<file path="config.mk">
export PLATFORM = sky130hd
export DESIGN_NAME = wheel_speed_sampler
export DESIGN_NICKNAME = d
export VERILOG_FILES = /design/src/rtl/cruise_pkg.sv /design/src/rtl/wheel_speed_sampler_tick_sync.sv /design/src/rtl/wheel_speed_sampler.sv
export SDC_FILE = /design/constraint.sdc
export NUM_CORES = 1
export LEC_CHECK = 0
export BUFFER_PORTS_ARGS = -buffer_cell sky130_fd_sc_hd__buf_2
export CAP_MARGIN = 20
export CORE_UTILIZATION = 37
export CTS_BUF_LIST = sky130_fd_sc_hd__clkbuf_2
export DETAILED_ROUTE_END_ITERATION = 12
export PLACE_DENSITY = 0.53
export RECOVER_POWER = 25
export SETUP_SLACK_MARGIN = 0.15
export SLEW_MARGIN = 20
export SYNTH_ARGS = -nofsm -noshare
export SYNTH_HDL_FRONTEND = slang
export SYNTH_SLANG_ARGS = --single-unit
</file>
<file path="constraint.sdc">
create_clock -name clk -period 4.1 [get_ports clk]
set_input_delay 0.41 -clock clk [delete_from_list [all_inputs] [get_ports clk]]
set_output_delay 0.41 -clock clk [all_outputs]
set_load 0.02 [all_outputs]
</file>
<file path="src/rtl/cruise_pkg.sv">
// cruise_pkg: shared speed width, saturation value and sampler FSM encoding for the cruise-control path.
package cruise_pkg;
  localparam int SPEED_W = 8;
  localparam logic [SPEED_W-1:0] SPEED_MAX = 8'hFF;
  typedef enum logic [1:0] {IDLE = 2'd0, ARM = 2'd1, MEASURE = 2'd2} state_t;
endpackage

</file>
<file path="src/rtl/wheel_speed_sampler_tick_sync.sv">
// tick_sync: brings the asynchronous wheel tick into the clock domain and flags each rising edge.
module tick_sync #(
  parameter int SYNC_STAGES = 2
) (
  input  logic clk,
  input  logic reset_n,
  input  logic async_in,
  input  logic arm,
  output logic rise_pulse
);
  logic [SYNC_STAGES-1:0] r_sync;
  logic                   r_prev;
  logic                   w_level;
  assign w_level = r_sync[SYNC_STAGES-1];
  always_ff @(posedge clk or negedge reset_n) begin
    if (!reset_n) begin
      r_sync <= '0;
      r_prev <= 1'b0;
    end else begin
      r_sync <= {r_sync[SYNC_STAGES-2:0], async_in};
      r_prev <= w_level;
    end
  end
  // history always follows the synced level; arm also masks the edge so a tick high at start is not counted
  assign rise_pulse = w_level & ~r_prev & ~arm;
endmodule

</file>
<file path="src/rtl/wheel_speed_sampler.sv">
// wheel_speed_sampler: counts wheel-tick edges per fixed window and publishes a saturated 8-bit speed.
module wheel_speed_sampler
  import cruise_pkg::*;
#(
  parameter int WINDOW_CYCLES = 1000,
  parameter int SYNC_STAGES   = 2
) (
  input  logic               clk,
  input  logic               reset_n,
  input  logic               run,
  input  logic               wheel_tick,
  output logic [SPEED_W-1:0] speed,
  output logic               speed_valid,
  output logic               overflow,
  output logic               cmp_enable
);
  localparam int WC_W = $clog2(WINDOW_CYCLES);
  state_t             r_state, w_next;
  logic [WC_W-1:0]    r_win;
  logic [8:0]         r_pulse;
  logic [SPEED_W-1:0] r_speed;
  logic               r_valid, r_ovf, r_cmp;
  logic               w_rise, w_term, w_pub, w_count;
  logic [8:0]         w_total;
  tick_sync #(.SYNC_STAGES(SYNC_STAGES)) u_sync (
    .clk        (clk),
    .reset_n    (reset_n),
    .async_in   (wheel_tick),
    .arm        (r_state == ARM),
    .rise_pulse (w_rise)
  );
  always_comb begin
    w_next = !run ? IDLE : (r_state == IDLE ? ARM : MEASURE);
  end
  always_ff @(posedge clk or negedge reset_n) begin
    if (!reset_n) r_state <= IDLE;
    else          r_state <= w_next;
  end
  // r_pulse sticks at 256 so a saturated window is still recognisable at publish time
  assign w_total = r_pulse + {8'd0, w_rise};
  assign w_term  = (r_state == MEASURE) && (r_win == WC_W'(WINDOW_CYCLES - 1));
  assign w_pub   = w_term && run;
  assign w_count = (r_state == MEASURE) && run && !w_term;
  always_ff @(posedge clk or negedge reset_n) begin
    if (!reset_n) begin
      r_win   <= '0;
      r_pulse <= '0;
      r_speed <= '0;
      r_valid <= 1'b0;
      r_ovf   <= 1'b0;
      r_cmp   <= 1'b0;
    end else begin
      r_win   <= w_count ? r_win + WC_W'(1) : '0;
      r_pulse <= w_count ? (r_pulse[8] ? r_pulse : w_total) : '0;
      r_valid <= w_pub;
      if (w_pub) begin
        r_speed <= w_total[8] ? SPEED_MAX : w_total[SPEED_W-1:0];
        r_ovf   <= w_total[8];
        r_cmp   <= 1'b1;
      end else if (!run) begin
        r_cmp   <= 1'b0;
      end
    end
  end
  assign speed       = r_speed;
  assign speed_valid = r_valid;
  assign overflow    = r_ovf;
  assign cmp_enable  = r_cmp;
endmodule

</file>
# Yosys cells after proc, flatten, opt, wreduce, memory -nomap -nowiden
# Cells that the tools add are included.
# W data, S select, Z words.
[op_classes] add_sub_neg=2 eq_ne=5 mux=8 bitwise=4 reduce_logical=6
[op_table] operator="$mux W9" n=2
[op_table] operator="$add A10 B1 Y10 const B" n=1
[op_table] operator="$eq A10 B10 Y1 const B" n=1
[op_table] operator="$mux W10" n=1
[op_table] operator="$add A9 B1 Y9" n=1
[op_table] operator="$mux W8" n=1
[op_table] operator="$logic_and A1 B1 Y1" n=4
[op_table] operator="$mux W2" n=2
[op_table] operator="$and A1 B1 Y1" n=2
[op_table] operator="$eq A2 B1 Y1 const B" n=1
[op_table] operator="$eq A2 B2 Y1 const B" n=1
[op_table] operator="$logic_not A2 Y1" n=1
[op_table] operator="$mux W1" n=2
[op_table] operator="$ne A2 B1 Y1 const B" n=1
[op_table] operator="$ne A2 B2 Y1 const B" n=1
[op_table] operator="$not A1 Y1" n=2
[op_table] operator="$logic_not A1 Y1" n=1
[word_totals] ff_bits=35 in_bits=4 word_cells=35

# Longest topological paths before layout
# Gate-level depths: netlist of the first run.
[logic_depth] word_depth=6 depth_mapped=11 ltp_nobuf=10

# Hierarchy
# Synthesis of the first run repeated with hierarchy kept, for this count alone.
[hier_totals] cells_unflattened=150 area_unflattened_um2=1605.3
[modules_own_cells] module="wheel_speed_sampler" n_inst=1 cells_each=146 area_per_inst_um2=1517.7
[modules_own_cells] module="tick_sync" n_inst=1 cells_each=4 area_per_inst_um2=87.6

# Least setup slack after synthesis of the first run
# No wires, ideal clock.
[synth_path] path_type="register -> register" from="register r_state[0]" to="register r_speed[6], in the netlist speed[6]" setup_time_ns=0.077 arrival_time_ns=2.192 required_ns=4.023 path_slack_ns=1.831 stages_incl_launch_ff=12 path_buffers=1 path_cell_list="dfrtp_1 > nor2b_1 > nor3b_1 > ha_1 > ha_1 > and3_1 > clkbuf_1 > nand3_1 > ha_1 > inv_1 > and2_2 > a21oi_1"
[synth_between] elab_chain_cells=5
[synth_rtl] element="start, declared" line_no="wheel_speed_sampler.sv:18" text="state_t r_state, w_next;"
[synth_rtl] element="start signal, assigned" line_no="wheel_speed_sampler.sv:37" text="else r_state <= w_next;"
[synth_rtl] element="$eq A2 B1 Y1" line_no="wheel_speed_sampler.sv:29" text=".arm (r_state == ARM),"
[synth_rtl] element="$not A1 Y1" line_no="wheel_speed_sampler_tick_sync.sv:25" text="assign rise_pulse = w_level & ~r_prev & ~arm;"
[synth_rtl] element="$and A1 B1 Y1" line_no="wheel_speed_sampler_tick_sync.sv:25"
[synth_rtl] element="$add A9 B1 Y9" line_no="wheel_speed_sampler.sv:40" text="assign w_total = r_pulse + {8'd0, w_rise};"
[synth_rtl] element="net w_total[8]" line_no="wheel_speed_sampler.sv:24" text="logic [8:0] w_total;"
[synth_rtl] element="$mux W8" line_no="wheel_speed_sampler.sv:57" text="r_speed <= w_total[8] ? SPEED_MAX : w_total[SPEED_W-1:0];"
[synth_rtl] element="end signal, assigned" line_no="wheel_speed_sampler.sv:57"
[synth_rtl] element="end, declared" line_no="wheel_speed_sampler.sv:21" text="logic [SPEED_W-1:0] r_speed;"
# The timed path passes the listed nets, and every way through them passes these cells.
# A chain may end at the register's enable or synchronous reset.

# Worst setup path after layout of the first run
# Ends and elaborated chain as after synthesis.

==> metrics list, run 1 <==
* Power per cell area: 308 nW/um2
- For the worst setup path, the data arrival time is 2.78 ns.
- The congestion estimate from routability-driven global placement came to 0.870.
* Longest Clk Path Bufs: 2
* Routed Antenna Nets: 0
* Net count, final: 175
- Number of library cell types mapped by synthesis: 30
* Setup Crit Path Kind: flop to flop
* Synth-to-Final Area Change: 7.61%
* Maximum level of the CTS H-tree: 2
- In this run the biggest area consumer among cell types represents a little over half of the synthesized area.
- Leaving out fill and tap cells, the most frequent cell in the layout is sky130_fd_sc_hd__nor2_1.
* Dominant cells by area after synthesis: sky130_fd_sc_hd__dfrtp_1 54%, sky130_fd_sc_hd__nor2_1 8.4%, sky130_fd_sc_hd__xnor2_1 8.2%, sky130_fd_sc_hd__ha_1 3.9%, sky130_fd_sc_hd__xor2_1 2.7%
* Violations in the final reports: capacitance limit, slew limit
- Area of all placed cells without fillers: 1730 um2
* Static leakage power: 0.771 nW
- The floorplan has 23 rows.
- Hold bufs inserted after CTS: 0
* Overall Global Routing Usage: around 15%
- Share of the clock period used by the worst path after layout: 59.7%
- The mapped netlist covers 1610 um2.
- Number of standard cells after synthesis: roughly 150
- Clock latency on the worst-skew pair: 0.40 ns
- Count of antenna diodes in the layout: 0
- TritonCTS built the clock tree.
* Routed WL: roughly 2.7 mm
- For this block, the initial DRC count from the detailed router was 23.
- Sort of element at the start of the critical path: flop
- Average routed wire per standard cell: approximately 13 um
- Once the clock tree was built, the resizer swapped 0 gates to a different size.
- Seq cells post-synth: 35
- The via count of the first global-routing pass was between 1000 and 1500.
- Net switching is 25.9% of the power.
- CTS sink count: 35
* Final Core Density: 42.4%
* Number of design rule violations left after detail routing: 0
* Fin. Hold Viols: 0
- At the worst endpoint, the required time is 4.43 ns.
- Maximum clock frequency: 409 MHz
- Vertical die dimension: 68.0 um
* Post-synth EDFFs: 0
- Buffer cell driving the clock tree root: sky130_fd_sc_hd__clkbuf_2
- Chip width: 68.0 um
- Part of the Yosys area used for sequential elements: 54.4%
* Critical path capture point type: flop
- Buffers inserted during clock tree synthesis total 5.
- Input and output buffers added on the ports amount to 14.
- Max-cap violations: 1
- Fraction of power consumed by the clock network: 30.5%
- Final hold analysis gives a worst-case slack of between 0.09 and 0.1 ns.
- Worst slew margin relative to its limit: -21.5%
- The number of max-slew violations in the final report came to 36.
- For the pin with the worst max-slew slack, the measured transition is 1.82 ns.
- Highest net fanout along the worst path: 5
* Clock Skew: 0.0152 ns
- The worst-case IR drop observed on VDD is around 0.00017 V.
- Setup violations remaining at the end of the flow were counted as 0.
* Type of the most critical hold path: input pin to flop
- Setup repair after global routing left no endpoint under its margin.
* Int Pwr: 0.395 mW
- After floorplanning, the core was sized to cover 4090 um2.
* Top FF cell, synth: sky130_fd_sc_hd__dfrtp_1
- Initial antenna violation count: 0
- Of all flip-flops after synthesis, the portion carrying an async set or reset was 100%.
- Initial cell density of the core: between 30% and 40%
- Pin placement for this block handled 15 I/O pins.
- The placed instances occupy a cell area of ~1700 um2.
* Yosys synthesis warning count: 0
* Synthesized Nets: 160
- Drt first pass iters: 4
- The worst path needs 2.45 ns of the cycle, external delays included.
* Library cell occupying the most area in the post-synthesis netlist: sky130_fd_sc_hd__dfrtp_1
- Register clock-pin slew on the reported worst setup and hold paths: 0.19 ns
- Post-CTS Setup Repair Bufs: 0
- In the routed layout, each cell is associated on average with a via count of between 4 and 5.
- Leaving out fill and tap cells, the most frequent cells in the layout are 36 x sky130_fd_sc_hd__nor2_1, 35 x sky130_fd_sc_hd__dfrtp_1, 15 x sky130_fd_sc_hd__xnor2_1, 13 x sky130_fd_sc_hd__buf_2, 7 x sky130_fd_sc_hd__nand3_1.
- Mean Syn Cell Area: 10.7 um2
- Sequential cells account for 66.2% of the total power.
- Total negative setup slack: 0 ns
- Pin count of the biggest net entering global routing: 36
- Area of the die: 4620 um2
- Global route total overflow: 0
- First-pass GRT wire length: 5.00 mm
- Across all layers, the routed design uses 1077 vias.
- Switching power of the nets: 0.138 mW
- Detailed placement finished with a half-perimeter wire length of 1.95 mm.
- The post-route netlist has between 10% and 20% of its cells at a drive strength greater than 1.
- Combinational logic is responsible for 3.3% of the overall power.
* Result of the run: finished, violations left
==> final timing paths <==
path | from | end | slack (ns) | cells after the start
worst max-delay path | r_state[0]$_DFF_PN0_ | speed[6]$_DFFE_PN0P_ | 1.65 | 10
worst min-delay path | wheel_tick | u_sync.r_sync[0]$_DFF_PN0_ | 0.1 | 1
worst max register to register | r_state[0]$_DFF_PN0_ | speed[6]$_DFFE_PN0P_ | 1.65 | 10
worst min register to register | u_sync.r_sync[0]$_DFF_PN0_ | u_sync.r_sync[1]$_DFF_PN0_ | 0.38 | 0
max in group asynchronous | reset_n | overflow$_DFFE_PN0P_ | 2.58 | 1
min in group asynchronous | reset_n | r_win[4]$_DFF_PN0_ | 0.47 | 1
==> synthesized netlist by cell type (2+ instances only) <==
library cell               number
sky130_fd_sc_hd__ha_1           5
sky130_fd_sc_hd__nand4_1        3
sky130_fd_sc_hd__and3_1         2
sky130_fd_sc_hd__nor2_1        36
sky130_fd_sc_hd__dfrtp_1       35
sky130_fd_sc_hd__a31oi_1        4
sky130_fd_sc_hd__xnor2_1       15
sky130_fd_sc_hd__clkbuf_1       3
sky130_fd_sc_hd__buf_6          2
sky130_fd_sc_hd__nand2_1        6
sky130_fd_sc_hd__a21oi_1        4
sky130_fd_sc_hd__mux2i_1        2
sky130_fd_sc_hd__nor2b_1        2
sky130_fd_sc_hd__nand3_1        7
sky130_fd_sc_hd__xor2_1         5
sky130_fd_sc_hd__inv_1          3
sky130_fd_sc_hd__nor3b_1        2
sky130_fd_sc_hd__nor3_1         3
==> worst max-delay path, cell delays in order, from the launching register on <==
cell,delay (ns)
sky130_fd_sc_hd__dfrtp_1,0.44
sky130_fd_sc_hd__nor2b_1,0.13
sky130_fd_sc_hd__nor3b_1,0.26
sky130_fd_sc_hd__ha_1,0.21
sky130_fd_sc_hd__ha_1,0.18
sky130_fd_sc_hd__and3_1,0.26
sky130_fd_sc_hd__nand3_1,0.10
sky130_fd_sc_hd__ha_1,0.36
sky130_fd_sc_hd__inv_1,0.11
sky130_fd_sc_hd__and2_2,0.19
sky130_fd_sc_hd__a21oi_1,0.13
==> per-stage QoR <==
step                total power [mW]  worst slack (ns)  cells
CTS                            0.543              1.62    217
global route                   0.558              1.39    217
floorplan                      0.370              1.83    151
detailed placement             0.378              1.69    209
finish                         0.533              1.65    217
global placement               0.378              1.76    209
==> routing by layer <==
metal  track usage, %  part of all wire (%)  vias to the layer above
met4             7.03                   2.1                        0
met2             22.9                    45                       25
met5                0                     0                        -
met3             5.00                   5.5                        6
met1             18.9                    48                      521
li1                 -                     -                      525
==> cell families after synthesis <==
group | after synthesis | synth area share, %
adders and majority gates | 5 | 3.89
DFF | 35 | 54.4
muxes | 3 | 1.94
xor gates and xnor gates | 20 | 10.9
AOI/OAI and AO/OA | 10 | 3.81
buffers and inverters | 9 | 4.04
and+or+nand+nor | 69 | 21.1
==> state kept, by name (all words and copies together), names as in the netlist <==
| register | flops |
|---|---|
| r_win | 10 |
| u_sync.r_prev | 1 |
| r_pulse | 9 |
| overflow | 1 |
| cmp_enable | 1 |
| speed | 8 |
| speed_valid | 1 |
| r_state | 2 |
| u_sync.r_sync | 2 |
==> power by group through the flow <==
stage | Combinational, mW | Sequential [mW] | Clock, mW
global route | 0.0208 | 0.354 | 0.183
global placement | 0.0187 | 0.359 | 0
finish | 0.0177 | 0.353 | 0.162
detailed placement | 0.0191 | 0.359 | 0
CTS | 0.0191 | 0.353 | 0.171
floorplan | 0.0117 | 0.359 | 0
==> final cells by class <==
cell class | instances | area, um2
clock inverter | 3 | 20.0
multi-input combinational | 107 | 669
fill | 423 | 2350
inverter | 3 | 11.3
clock buffer | 5 | 25.0
sequential | 35 | 876
timing repair buffer | 14 | 68.8
tap | 50 | 62.6
Note: power is estimated with default switching activity, not from simulation.
==> run 2: changes to the inputs <==
- clock period: 4.1 -> 2.55 ns (I/O delays scaled with it)
==> run 2 against run 1 <==
Compared with the run above:
- the run still ends with capacitance limit, slew limit left
- hold slack improved by 0.018 ns
- cell count rose by 3.7%
- clock power grew 59%
- core utilization rose by 2.3 points
- clock-buffer cell count up 2
- critical path depth unchanged
- first-iteration DRC count rose by 52%
==> metrics list, run 2 (synthesis results as in run 1) <==
* Synth-to-Final Area Change: 13.4%
- Unrepaired setup endpoints after global routing: false
* Routed WL: between 2 and 3 mm
- Worst setup path start: r_state[0]$_DFF_PN0_
- TritonCTS built the clock tree.
- In the final design database the tool counted 183 nets.
* Overall Global Routing Usage: 15.6%
- Fin. Hold Viols: 0
- Initial antenna violation count: 0
- For this design the ratio of total power to cell area is 471 nW/um2.
- The number of max-slew violations in the final report came to 36.
- In this run, the number of DRC markers left after iteration 0 of detailed routing was 35.
- Clock Skew: 0.0132 ns
- Setup violations remaining at the end of the flow were counted as 0.
- Register clock-pin slew on the reported worst setup and hold paths: roughly 0.16 ns
- Share of the clock period used by the worst path after layout: 88.0%
- Average routed wire per standard cell: 12.7 um
- Entering global routing, the biggest net connects 36 pins.
- CTS sink count: 35
- The clock period could shrink to 2.24 ns.
- The analysis attributes to cell leakage a power of a little over 0.8 nW.
- Vertical die dimension: 68.0 um
* Worst slew margin relative to its limit: -20.4%
- Initial cell density of the core: between 30% and 40%
- The via count of the first global-routing pass came to roughly 1100.
* CP required: ~2.9 ns
- Final Core Density: 44.7%
- Critical path capture point type: flop
- Port Buffers: 14
- Gpl congestion: approximately 0.85
- Area of the core: approximately 4000 um2
* Result of the run: finished, violations left
* Num ports: 15
* Most frequent cells in the layout: 36 x sky130_fd_sc_hd__nor2_1, 35 x sky130_fd_sc_hd__dfrtp_1, 15 x sky130_fd_sc_hd__xnor2_1, 13 x sky130_fd_sc_hd__buf_2, 7 x sky130_fd_sc_hd__clkbuf_2
* Area of the die: 4620 um2
- Number of clock buffers inserted by TritonCTS: 5
- The root buffer cell chosen for the clock tree is sky130_fd_sc_hd__clkbuf_2.
* Worst hold slack across all endpoints: roughly 0.12 ns
- Once detail routing completed, the nets flagged for antenna violations numbered 0.
- For the worst-skew pair, the clock arrives at the later sink with an insertion delay of 0.38 ns.
- Chip width: 68.0 um
* R2R Path Start: r_state[0]$_DFF_PN0_
* Total negative setup slack: 0 ns
- Of the cells placed in the final design, the portion with a size suffix greater than 1 is 21.7%.
* Number of design rule violations left after detail routing: 0
* Setup Crit Path Kind: flop to flop
* Largest Register: r_win
- Total via count after detailed routing: 1091
* Max-cap violations: 1
* Worst vdd ir: 0.000314 V
* Highest net fanout along the worst path: 5
* Maximum level of the CTS H-tree: 2
- HPWL Detailed: 2.02 mm
* Most common library cell in the layout ignoring fill and taps: sky130_fd_sc_hd__nor2_1
* Drt first pass iters: 3
- Cell Rows: 23
- Post-detailed-route via-to-cell ratio: roughly 4.8
* Type of the most critical hold path: input pin to flop
- The register with the most flip-flops in the layout has 10 of them.
- Critical path arrival: 2.56 ns
* Launch point of the worst hold path: run
* Sort of element at the start of the critical path: flop
- Longest Clk Path Bufs: 2
* First-pass GRT wire length: between 5 and 6 mm
- The final reports fail on capacitance limit, slew limit.
- Static timing analysis puts the maximum clock frequency at 446 MHz.
- Global route total overflow: 0
* Total Power: 0.860 mW
- Count of antenna diodes in the layout: 0
- Least-Margin Pin Slew: ~1.8 ns
==> run 2: stage by stage <==
step                      instance area, um2  worst slack (ns)  instances
after detailed placement                1720             0.119        213
final                                   1830             0.307        225
after floorplan                         1610             0.281        151
after CTS                               1780             0.179        223
after global routing                    1830             0.156        225
after global placement                  1720             0.200        213
==> run 2: metal layers <==
metal  global-route usage (%)  up-vias  part of all wire (%)
li1                         -      540                     -
met1                     19.3      523                    49
met2                     23.9       20                    44
met3                     5.67        8                   4.6
met4                     7.81        0                   2.6
met5                        0        -                     0
==> run 2: area by class of cell <==
| class | instances | area, um2 |
|---|---|---|
| fill | 397 | 2260 |
| sequential | 35 | 876 |
| multi-input combinational | 107 | 702 |
| timing repair buffer | 22 | 134 |
| tap | 50 | 62.6 |
| clock buffer | 7 | 35.0 |
| inverter | 3 | 11.3 |
| clock inverter | 1 | 5.00 |
==> run 2: final timing paths <==
kind	end	slack (ns)	cells after the start
max in group asynchronous	r_win[6]$_DFF_PN0_	0.64	2
worst max register to register	speed[6]$_DFFE_PN0P_	0.31	10
worst min-delay path	r_state[1]$_DFF_PN0_	0.12	2
min in group asynchronous	r_win[4]$_DFF_PN0_	0.87	2
worst max-delay path	speed[6]$_DFFE_PN0P_	0.31	10
worst min register to register	u_sync.r_sync[1]$_DFF_PN0_	0.37	0
==> run 2: critical path, cell delays in order (launching register included) <==
cell	delay [ns]
sky130_fd_sc_hd__dfrtp_1	0.43
sky130_fd_sc_hd__nor2b_1	0.14
sky130_fd_sc_hd__nor3b_2	0.22
sky130_fd_sc_hd__ha_2	0.20
sky130_fd_sc_hd__ha_2	0.19
sky130_fd_sc_hd__and3_4	0.22
sky130_fd_sc_hd__nand3_2	0.10
sky130_fd_sc_hd__ha_4	0.28
sky130_fd_sc_hd__inv_1	0.08
sky130_fd_sc_hd__and2_2	0.19
sky130_fd_sc_hd__a21oi_1	0.14
==> run 2: repair_timing <==
action,4_1_cts,5_1_grt
resized for setup,1,6
pin swaps,0,3
hold endpoints to repair,36,0
hold buffers,2,0
endpoints found under the setup margin,2,3
buffers inserted,0,2
==> run 2: where the power goes <==
group          internal (mW)  total (mW)  leakage (nW)  switching, mW
Sequential             0.562       0.567         0.480        0.00506
Clock                 0.0749       0.257        0.0330          0.182
Combinational         0.0136      0.0362         0.300         0.0226
Total                  0.651       0.860         0.813          0.210
